<file path="config.mk">
export PLATFORM = sky130hd
export DESIGN_NAME = psum_collector
export DESIGN_NICKNAME = d
export VERILOG_FILES = /design/src/rtl/psum_collector.sv
export SDC_FILE = /design/constraint.sdc
export NUM_CORES = 1
export LEC_CHECK = 0
export ABC_AREA = 1
export CORE_MARGIN = 10
export CORE_UTILIZATION = 40
export CTS_CLUSTER_SIZE = 28
export DETAILED_ROUTE_END_ITERATION = 7
export MAX_ROUTING_LAYER = met4
export PLACE_DENSITY_LB_ADDON = 0.25
export RECOVER_POWER = 100
export SLEW_MARGIN = 20
export SYNTH_ARGS = -nofsm -noshare
export SYNTH_HDL_FRONTEND = slang
export SYNTH_SLANG_ARGS = --single-unit
</file>
<file path="constraint.sdc">
create_clock -name clk -period 13.2 [get_ports clk]
set_clock_uncertainty 0.15 [all_clocks]
set_input_delay 2.64 -clock clk [delete_from_list [all_inputs] [get_ports clk]]
set_output_delay 2.64 -clock clk [all_outputs]
set_load 0.05 [all_outputs]
</file>
<file path="src/rtl/psum_collector.sv">
// -----------------------------------------------------------------------------
// psum_collector
//
// Purpose:
//   Consumer end of the PE partial-sum stream. Samples qualified by the PE
//   completion flag (psum_valid) are summed element-wise over NUM_PASS
//   kernel-row passes into an internal row buffer. Once the final pass has
//   landed, each element gets a bias added. It is then arithmetically
//   right-shifted by SHIFT, saturated to DATA_WIDTH signed, and streamed out
//   over a valid/ready handshake.
//
// Ports:
//   clk         in   clock, rising edge
//   rst_n       in   asynchronous reset, active low
//   start       in   one-cycle pulse that begins a new output row (IDLE only)
//   bias_in     in   signed bias, captured with the accepted start
//   psum_valid  in   psum_in carries a sample this cycle
//   psum_in     in   signed partial sum from the PE array
//   out_valid   out  out_data / out_last are valid
//   out_ready   in   downstream accepts when out_valid && out_ready
//   out_data    out  requantized, saturated signed element
//   out_last    out  marks the final element of the row
//   busy        out  high while accumulating or draining
//   done        out  one-cycle pulse after the last element handshakes
//   drop_err    out  sticky; a sample arrived outside accumulation
//
// Configuration macro:
//   RELU_EN  when defined, negative saturated results are clamped to zero.
// -----------------------------------------------------------------------------
module psum_collector #(
  parameter int DATA_WIDTH = 8,
  parameter int PSUM_WIDTH = 18,
  parameter int ACC_WIDTH  = 22,
  parameter int ROW_LEN    = 26,
  parameter int NUM_PASS   = 3,
  parameter int SHIFT      = 4
) (
  input  logic                         clk,
  input  logic                         rst_n,
  input  logic                         start,
  input  logic signed [ACC_WIDTH-1:0]  bias_in,
  input  logic                         psum_valid,
  input  logic signed [PSUM_WIDTH-1:0] psum_in,
  output logic                         out_valid,
  input  logic                         out_ready,
  output logic signed [DATA_WIDTH-1:0] out_data,
  output logic                         out_last,
  output logic                         busy,
  output logic                         done,
  output logic                         drop_err
);

  // Counter widths. The pass counter is kept at least one bit wide so a
  // single-pass configuration still elaborates.
  localparam int IW = (ROW_LEN  > 1) ? $clog2(ROW_LEN)  : 1;
  localparam int PW = (NUM_PASS > 1) ? $clog2(NUM_PASS) : 1;

  // The bias add is done one bit wider than the accumulator so the sum
  // itself can never wrap before saturation.
  localparam int SW = ACC_WIDTH + 1;

  localparam logic signed [SW-1:0] SAT_MAX = SW'((1 <<< (DATA_WIDTH - 1)) - 1);
  localparam logic signed [SW-1:0] SAT_MIN = SW'(-(1 <<< (DATA_WIDTH - 1)));

  localparam logic [IW-1:0] IDX_LAST  = IW'(ROW_LEN - 1);
  localparam logic [PW-1:0] PASS_LAST = PW'(NUM_PASS - 1);

  localparam logic [1:0] S_IDLE  = 2'd0;
  localparam logic [1:0] S_ACCUM = 2'd1;
  localparam logic [1:0] S_DRAIN = 2'd2;

  logic [1:0]                 r_state;
  logic [IW-1:0]              r_idx;
  logic [PW-1:0]              r_pass;
  logic [IW-1:0]              r_k;
  logic signed [ACC_WIDTH-1:0] r_bias;
  logic                       r_done;
  logic                       r_drop;
  logic signed [ACC_WIDTH-1:0] r_acc [ROW_LEN];

  logic                        w_sample;
  logic                        w_idxLast;
  logic                        w_passLast;
  logic                        w_kLast;
  logic                        w_startOk;
  logic                        w_handshake;
  logic signed [ACC_WIDTH-1:0] w_psumExt;
  logic signed [SW-1:0]        w_accExt;
  logic signed [SW-1:0]        w_biasExt;
  logic signed [SW-1:0]        w_sum;
  logic signed [SW-1:0]        w_shifted;
  logic signed [DATA_WIDTH-1:0] w_sat;
  logic signed [DATA_WIDTH-1:0] w_final;

  // Control decodes shared by the FSM and the buffer write port.
  assign w_sample    = (r_state == S_ACCUM) && psum_valid;
  assign w_idxLast   = (r_idx == IDX_LAST);
  assign w_passLast  = (r_pass == PASS_LAST);
  assign w_kLast     = (r_k == IDX_LAST);
  assign w_handshake = (r_state == S_DRAIN) && out_ready;

  // A start landing in the same cycle as the done pulse belongs to the row
  // that just finished, so it is swallowed rather than opening a new row.
  assign w_startOk   = (r_state == S_IDLE) && start && !r_done;

  assign w_psumExt = {{(ACC_WIDTH - PSUM_WIDTH){psum_in[PSUM_WIDTH-1]}}, psum_in};

  // Main sequencer: walks idx across the row once per pass, then k across the
  // row during drain. done is a registered pulse and drop_err is sticky.
  always_ff @(posedge clk or negedge rst_n) begin
    if (!rst_n) begin
      r_state <= S_IDLE;
      r_idx   <= '0;
      r_pass  <= '0;
      r_k     <= '0;
      r_bias  <= '0;
      r_done  <= 1'b0;
      r_drop  <= 1'b0;
    end else begin
      r_done <= 1'b0;
      if (psum_valid && (r_state != S_ACCUM)) begin
        r_drop <= 1'b1;
      end
      case (r_state)
        S_IDLE: begin
          if (w_startOk) begin
            r_bias  <= bias_in;
            r_idx   <= '0;
            r_pass  <= '0;
            r_state <= S_ACCUM;
          end
        end
        S_ACCUM: begin
          if (psum_valid) begin
            if (w_idxLast) begin
              r_idx <= '0;
              if (w_passLast) begin
                r_pass  <= '0;
                r_k     <= '0;
                r_state <= S_DRAIN;
              end else begin
                r_pass <= r_pass + PW'(1);
              end
            end else begin
              r_idx <= r_idx + IW'(1);
            end
          end
        end
        S_DRAIN: begin
          if (w_handshake) begin
            if (w_kLast) begin
              r_k     <= '0;
              r_done  <= 1'b1;
              r_state <= S_IDLE;
            end else begin
              r_k <= r_k + IW'(1);
            end
          end
        end
        default: begin
          r_state <= S_IDLE;
        end
      endcase
    end
  end

  // Row buffer. Contents are meaningless outside a row, so it carries no
  // reset. The first pass overwrites, which also discards any residue from
  // the previous row or from an aborted one. Later passes wrap modulo
  // 2^ACC_WIDTH.
  always_ff @(posedge clk) begin
    if (w_sample) begin
      if (r_pass == '0) begin
        r_acc[r_idx] <= w_psumExt;
      end else begin
        r_acc[r_idx] <= r_acc[r_idx] + w_psumExt;
      end
    end
  end

  // Output datapath: bias add, arithmetic shift, then clamp into the signed
  // output range. The result is a pure function of k and the buffer, so it
  // holds steady while the consumer stalls.
  always_comb begin
    w_accExt  = {r_acc[r_k][ACC_WIDTH-1], r_acc[r_k]};
    w_biasExt = {r_bias[ACC_WIDTH-1], r_bias};
    w_sum     = w_accExt + w_biasExt;
    w_shifted = w_sum >>> SHIFT;
    if (w_shifted > SAT_MAX) begin
      w_sat = SAT_MAX[DATA_WIDTH-1:0];
    end else if (w_shifted < SAT_MIN) begin
      w_sat = SAT_MIN[DATA_WIDTH-1:0];
    end else begin
      w_sat = w_shifted[DATA_WIDTH-1:0];
    end
`ifdef RELU_EN
    w_final = w_sat[DATA_WIDTH-1] ? '0 : w_sat;
`else
    w_final = w_sat;
`endif
  end

  // Data and last are gated by valid so every output reads zero outside drain.
  assign out_valid = (r_state == S_DRAIN);
  assign out_data  = out_valid ? w_final : '0;
  assign out_last  = out_valid && w_kLast;
  assign busy      = (r_state != S_IDLE);
  assign done      = r_done;
  assign drop_err  = r_drop;

endmodule

</file>
Word level (Yosys, flattened, before mapping):

Memory sizes are Yosys's and may differ from the RTL's.
Cells that the tools add are included.

* bits in registers: 38
* RAM bits: 572
* input port bits: 45
* output and inout port bits: 13
* memories kept: 1

Memories
* r_acc: words 26, width 22, read ports 2, clocked after Yosys merged registers in 0, write ports 1, RTL line 79 `logic signed [ACC_WIDTH-1:0] r_acc [ROW_LEN];`

* $add $sub $neg: 5
* order comparisons: 2
* eq/ne operators: 12
* mux-type cells: 35
* bitwise logic cells: 1
* reduce and logical (&&, ||, !) cells: 17

Operators by type and width (number)
* 5-bit two-way mux: 8
* 8-bit two-way mux: 3
* 22-bit by 22-bit adder with 23-bit output: 1
* 22-bit by 18-bit adder with 22-bit output: 1
* 22-bit two-way mux: 1
* 2-bit two-way mux: 10
* 5-bit case mux with 2 select lines: 2
* 19-bit by 8-bit > comparator with 1-bit output (second input constant): 1
* 19-bit by 8-bit < comparator with 1-bit output (second input constant): 1
* 5-bit by 1-bit adder with 5-bit output (second input constant): 2
* 5-bit == test (second input constant): 2
* 1-bit two-way mux: 9
* 2-bit inequality test (second input constant): 4
* 1-bit logical AND: 6
* 2-bit by 1-bit inequality test with 1-bit output (second input constant): 3
* 2-bit case mux with 3 select lines: 1
* 6-bit AND reduction: 1
* 2-bit nonzero test: 3
* 5-bit AND reduction: 1
* 2-bit == test (second input constant): 2
* 2-bit zero test: 2
* 2-bit case mux with 2 select lines: 1
* 4-bit AND reduction: 1
* 3-bit AND reduction: 1
* other kinds (5): 5

Depth between registers and ports, before layout:

An unclocked memory read counts as a cell.

* depth after elaboration: 6
* mapped depth: 30

Worst setup path after synthesis:

OpenSTA, ideal clock, no wires.

* path kind: register -> output
* start: register r_k[0]
* end: output out_data[0]
* arrival time: 4.492 ns
* data required time: 10.410 ns
* slack: 5.918 ns
* stages on the path, launching flop included: 25
* path buffers: 8
* cells stage by stage: dfrtp_1 > buf_6 > buf_6 > buf_6 > buf_4 > buf_2 > buf_2 > clkbuf_1 > clkbuf_1 > a21oi_1 > o21ai_0 > a31oi_1 > ha_1 > a21oi_1 > o21ai_0 > a21oi_1 > inv_1 > a221oi_1 > nand2_1 > nand2_1 > a21oi_1 > and2_1 > nand4_1 > nand2_1 > a21oi_1

* cells in the longest elaborated chain, start to end: 6
* elaborated cells between the ends (all ways): 7
* classes of those cells: 1 x add/sub; 2 x order compare; 3 x mux; 1 x memory

RTL lines
* start, declared: RTL line 75 `logic [IW-1:0] r_k;`
* start signal, assigned: RTL line 156 `r_k <= r_k + IW'(1);`
* memory 26 x 22 bit (*)
* 22-bit by 22-bit adder with 23-bit output (*): RTL line 187 `w_sum = w_accExt + w_biasExt;`
* 19-bit by 8-bit < comparator with 1-bit output: RTL line 191 `end else if (w_shifted < SAT_MIN) begin`
* 8-bit two-way mux: RTL line 191
* 8-bit two-way mux (*): RTL line 189 `if (w_shifted > SAT_MAX) begin`
* 8-bit two-way mux (*): RTL line 205 `assign out_data = out_valid ? w_final : '0;`
* end, declared: RTL line 46 `output logic signed [DATA_WIDTH-1:0] out_data,`

Every way passes the cells marked *; elsewhere a longest branch is shown, timed or not.

Worst setup path in the final report:

* start: register r_k[0]
* end: output out_data[2]

The elaborated chain is that of the path after synthesis.

==> impl_metrics.toml <==
[status]
run_status = "finished, violations left"
violations = "capacitance limit, slew limit"

[sta]
rsz0062_at_grt = "no"
holdWs_ps = 323.5
setup_viol = 0
finalCritPeriodShare_pct = 83.92
period_needed_ps = 11080
tightest_slew_ps = 3472
slew_violations = 790
maxSlewHeadroom_pct = -131.5
timing.fmax_mhz = 90.27
tns_ps = 0
finalHoldViolations = 0
setup_slack_ps = 2123

[floorplanning]
core_um2 = 78610
die_area_um2 = 90680
die_w_um = 301.1
ios = 58
start_util_pct = 40.21
rows = 103
die-height_um = 301.1

[clock_tree]
cts_tree = "done"
clk_latency_ps = 620
cts_num_sinks = 610
cts_inserted_buffers = 69
ctsHoldBuffers = 0
h-tree-depth = 3
cts_resized = 0
clockRootBuffer = "clkbuf_16"
cts_setup_buffers = 0
cts_buffer_depth = 3
clk_pin_slew_worst_paths_ps = 60

[synthesis]
synth_cells = 3367
ys_top_cells_by_area = "edfxtp_1, o21ai_0, a21oi_1"
synth_warnings = 0
yosys-top-cells-count = "o21ai_0, edfxtp_1, a21oi_1"
synth_top_area_share_pct = 54.33
synth_simple_gate_area_share_pct = 10.45
ys.flop_type = "edfxtp_1"
synth.area.mux_share_pct = 0
syn_area_per_cell_um2 = 9.389
synth.net_count = 3461
synth_top_cell_by_area = "edfxtp_1"
synth_edf_count = 572
synth_compound_area_share_pct = 23.62
async_reset_ff_share_pct = 6.230
synth_top_family_by_area = "compound AO/OA/AOI/OAI gates"
yosysSeqAreaShare_pct = 57.34
synth_area_um2 = 31610
yosys.area_share.adder_pct = 1.963
synth_xor_xnor_area_share_pct = 0.6333
ys_types = 54
synth_most_common_cell = "o21ai_0"
yosys_register_bits = 610

[grt]
grt_pass1_wl_um = 162700
use_met2_pct = 37.21
antenna_found_initial = 0
use_met3_pct = 5.320
grt_usage_pct = 24.66
gr-total-overflow = 0
met1_usage_pct = 31.85
busiest_layer = "met2"
grt_max_degree = 194
grt_pass1_vias = 24567

[power_and_ir_drop]
p_leak_nw = 12.15
clkPwrFrac_pct = 21.0
power_switching_mw = 4.100
netSwitchingFraction_pct = 46.50
power_density_nw_per_um2 = 250.7
seqPwrFrac_pct = 27.6
finalPower_mw = 8.817
ir_worst_vdd_mv = 0.1628
internal_power_mw = 4.717
combPwrFrac_pct = 51.3

[finish]
diodes = 0
final_util_pct = 44.74
fillers = 7465
regArea_um2 = 18140
multi_input_area_um2 = 11630
fin_nets = 3429
drive_gt1_share_pct = 4.810
syn_to_final_growth_pct = 11.25

[place]
pre_cts_slack_ps = 4210
portBuffers = 57
hpwl_um = 65280
gp_congestion = 0.9273

[critical_path]
critPathSlowestCell = "clkbuf_2"
worst-path-max-fanout = 104
slowest_delay_ps = 1420
crit_top_cell = "a21oi_1"
crit_chain = "clkbuf_2 -> clkbuf_2 -> o21ai_0 -> o21ai_0 -> a21oi_1 -> nand2_1 -> a31oi_1 -> a31oi_1 -> ha_1 -> a21oi_1 -> o21ai_0 -> a21oi_1 -> inv_1 -> a221oi_1 -> nand2_1 -> nand2_1 -> a21oi_1 -> and2_1 -> nand4_1 -> nand2_1 -> a21oi_1 -> dlygate4sd3_1"
worstSetupPathType = "reg -> out"
r2r_start = "r_idx[0]"
endpoint_kind = "output port"
startpoint = "r_k[0]"
path_delay_family = "buffers and inverters"
crit_buf_inv = 4
crit_path_start_kind = "register"
crit_arrival_ps = 8290
required_ps = 10410

[drt]
routed_via_density = 5.962
ant_nets = 0
remaining_drc_errors = 0
avgRoutedWirePerCell_um = 25.07
vias = 26466
routed_wl_um = 111300
dr.pass1.iters = 6
drt-initial-drc-count = 3284

[run]
max-cap-violations = 34

[min_path]
hold_path_class = "reg -> reg"
worstHoldStart = "drop_err"
[layer usage]
layer  vias to the layer above  share of wire [%]  wire length, um
li1                      12035                  -                -
met1                     12763                 41            45230
met2                      1384                 45            49680
met3                       284                 10            11200
met4                         0                4.6             5161
met5                         -                  0                0
[per-stage QoR]
stage                     std cells  instance area [um2]
final                          4439                35170
after global routing           4439                35170
after CTS                      4439                35540
after detailed placement       4314                33400
after global placement         4314                33400
after floorplan                3367                31610
[cells by family (layout without fill, tap and decap cells)]
family | after synthesis | after routing
flip-flops | 610 | 610
XOR/XNOR | 22 | 22
AO/OA/AOI/OAI | 1385 | 1385
AND/OR/NAND/NOR | 812 | 812
adder cells (fa/ha/maj) | 49 | 49
buffers and inverters | 489 | 511
[final timing paths]
path                                end  slack, ps  cells after the start
setup / recovery            out_data[2]       2120                     22
hold / removal                 drop_err        320                      1
setup reg to reg           r_acc[9][20]       2140                     21
hold reg to reg                drop_err        320                      1
max in group asynchronous        r_k[1]       8720                      1
min in group asynchronous      r_idx[1]       2560                      1
[worst reg2reg max path: cells and delay by family, from the launching register on]
| kind | cells | cell delay (ps) |
|---|---|---|
| buffers and inverters | 5 | 6340 |
| AND/OR/NAND/NOR | 4 | 420 |
| flip-flops | 1 | 700 |
| AO/OA/AOI/OAI | 11 | 2730 |
| adder cells (fa/ha/maj) | 1 | 380 |
[power by group through the flow]
stage / registers (mW) / clock network (mW) / logic, mW
3_5_place_dp: 2.46 / 0 / 4.47
5_1_grt: 2.44 / 1.95 / 4.99
6_report: 2.44 / 1.85 / 4.53
3_3_place_gp: 2.47 / 0 / 4.47
2_1_floorplan: 2.38 / 0 / 3.12
4_1_cts: 2.43 / 1.87 / 4.49
[registers in the layout (all words and copies together), names as in the netlist]
signal / flops
r_pass: 2
r_idx: 5
drop_err: 1
r_state: 2
done: 1
r_k: 5
r_acc: 572
r_bias: 22
[cell usage in the layout (no fill, tap or decap), types with 22 or more instances in the layout]
cell type,n
nor2_1,343
dfrtp_1,32
clkdlybuf4s50_1,45
ha_1,48
edfxtp_1,572
clkbuf_1,65
nand3_1,53
inv_1,249
nand2_1,333
buf_4,24
a221oi_1,24
a31oi_1,35
a21oi_1,399
nand4_1,29
o211ai_1,75
clkbuf_16,73
clkinv_1,22
o21ai_0,788
[area by class of cell]
cell class / instances / share of cell area [%]
clock buffers: 93 / 5.408
clock inverters: 32 / 0.6759
inverters: 256 / 2.746
multi-input cells: 2268 / 33.06
flip-flops and latches: 610 / 51.59
well taps: 1050 / 3.735
repair buffers: 130 / 2.786
No activity file was read; power rests on OpenSTA's default activity.
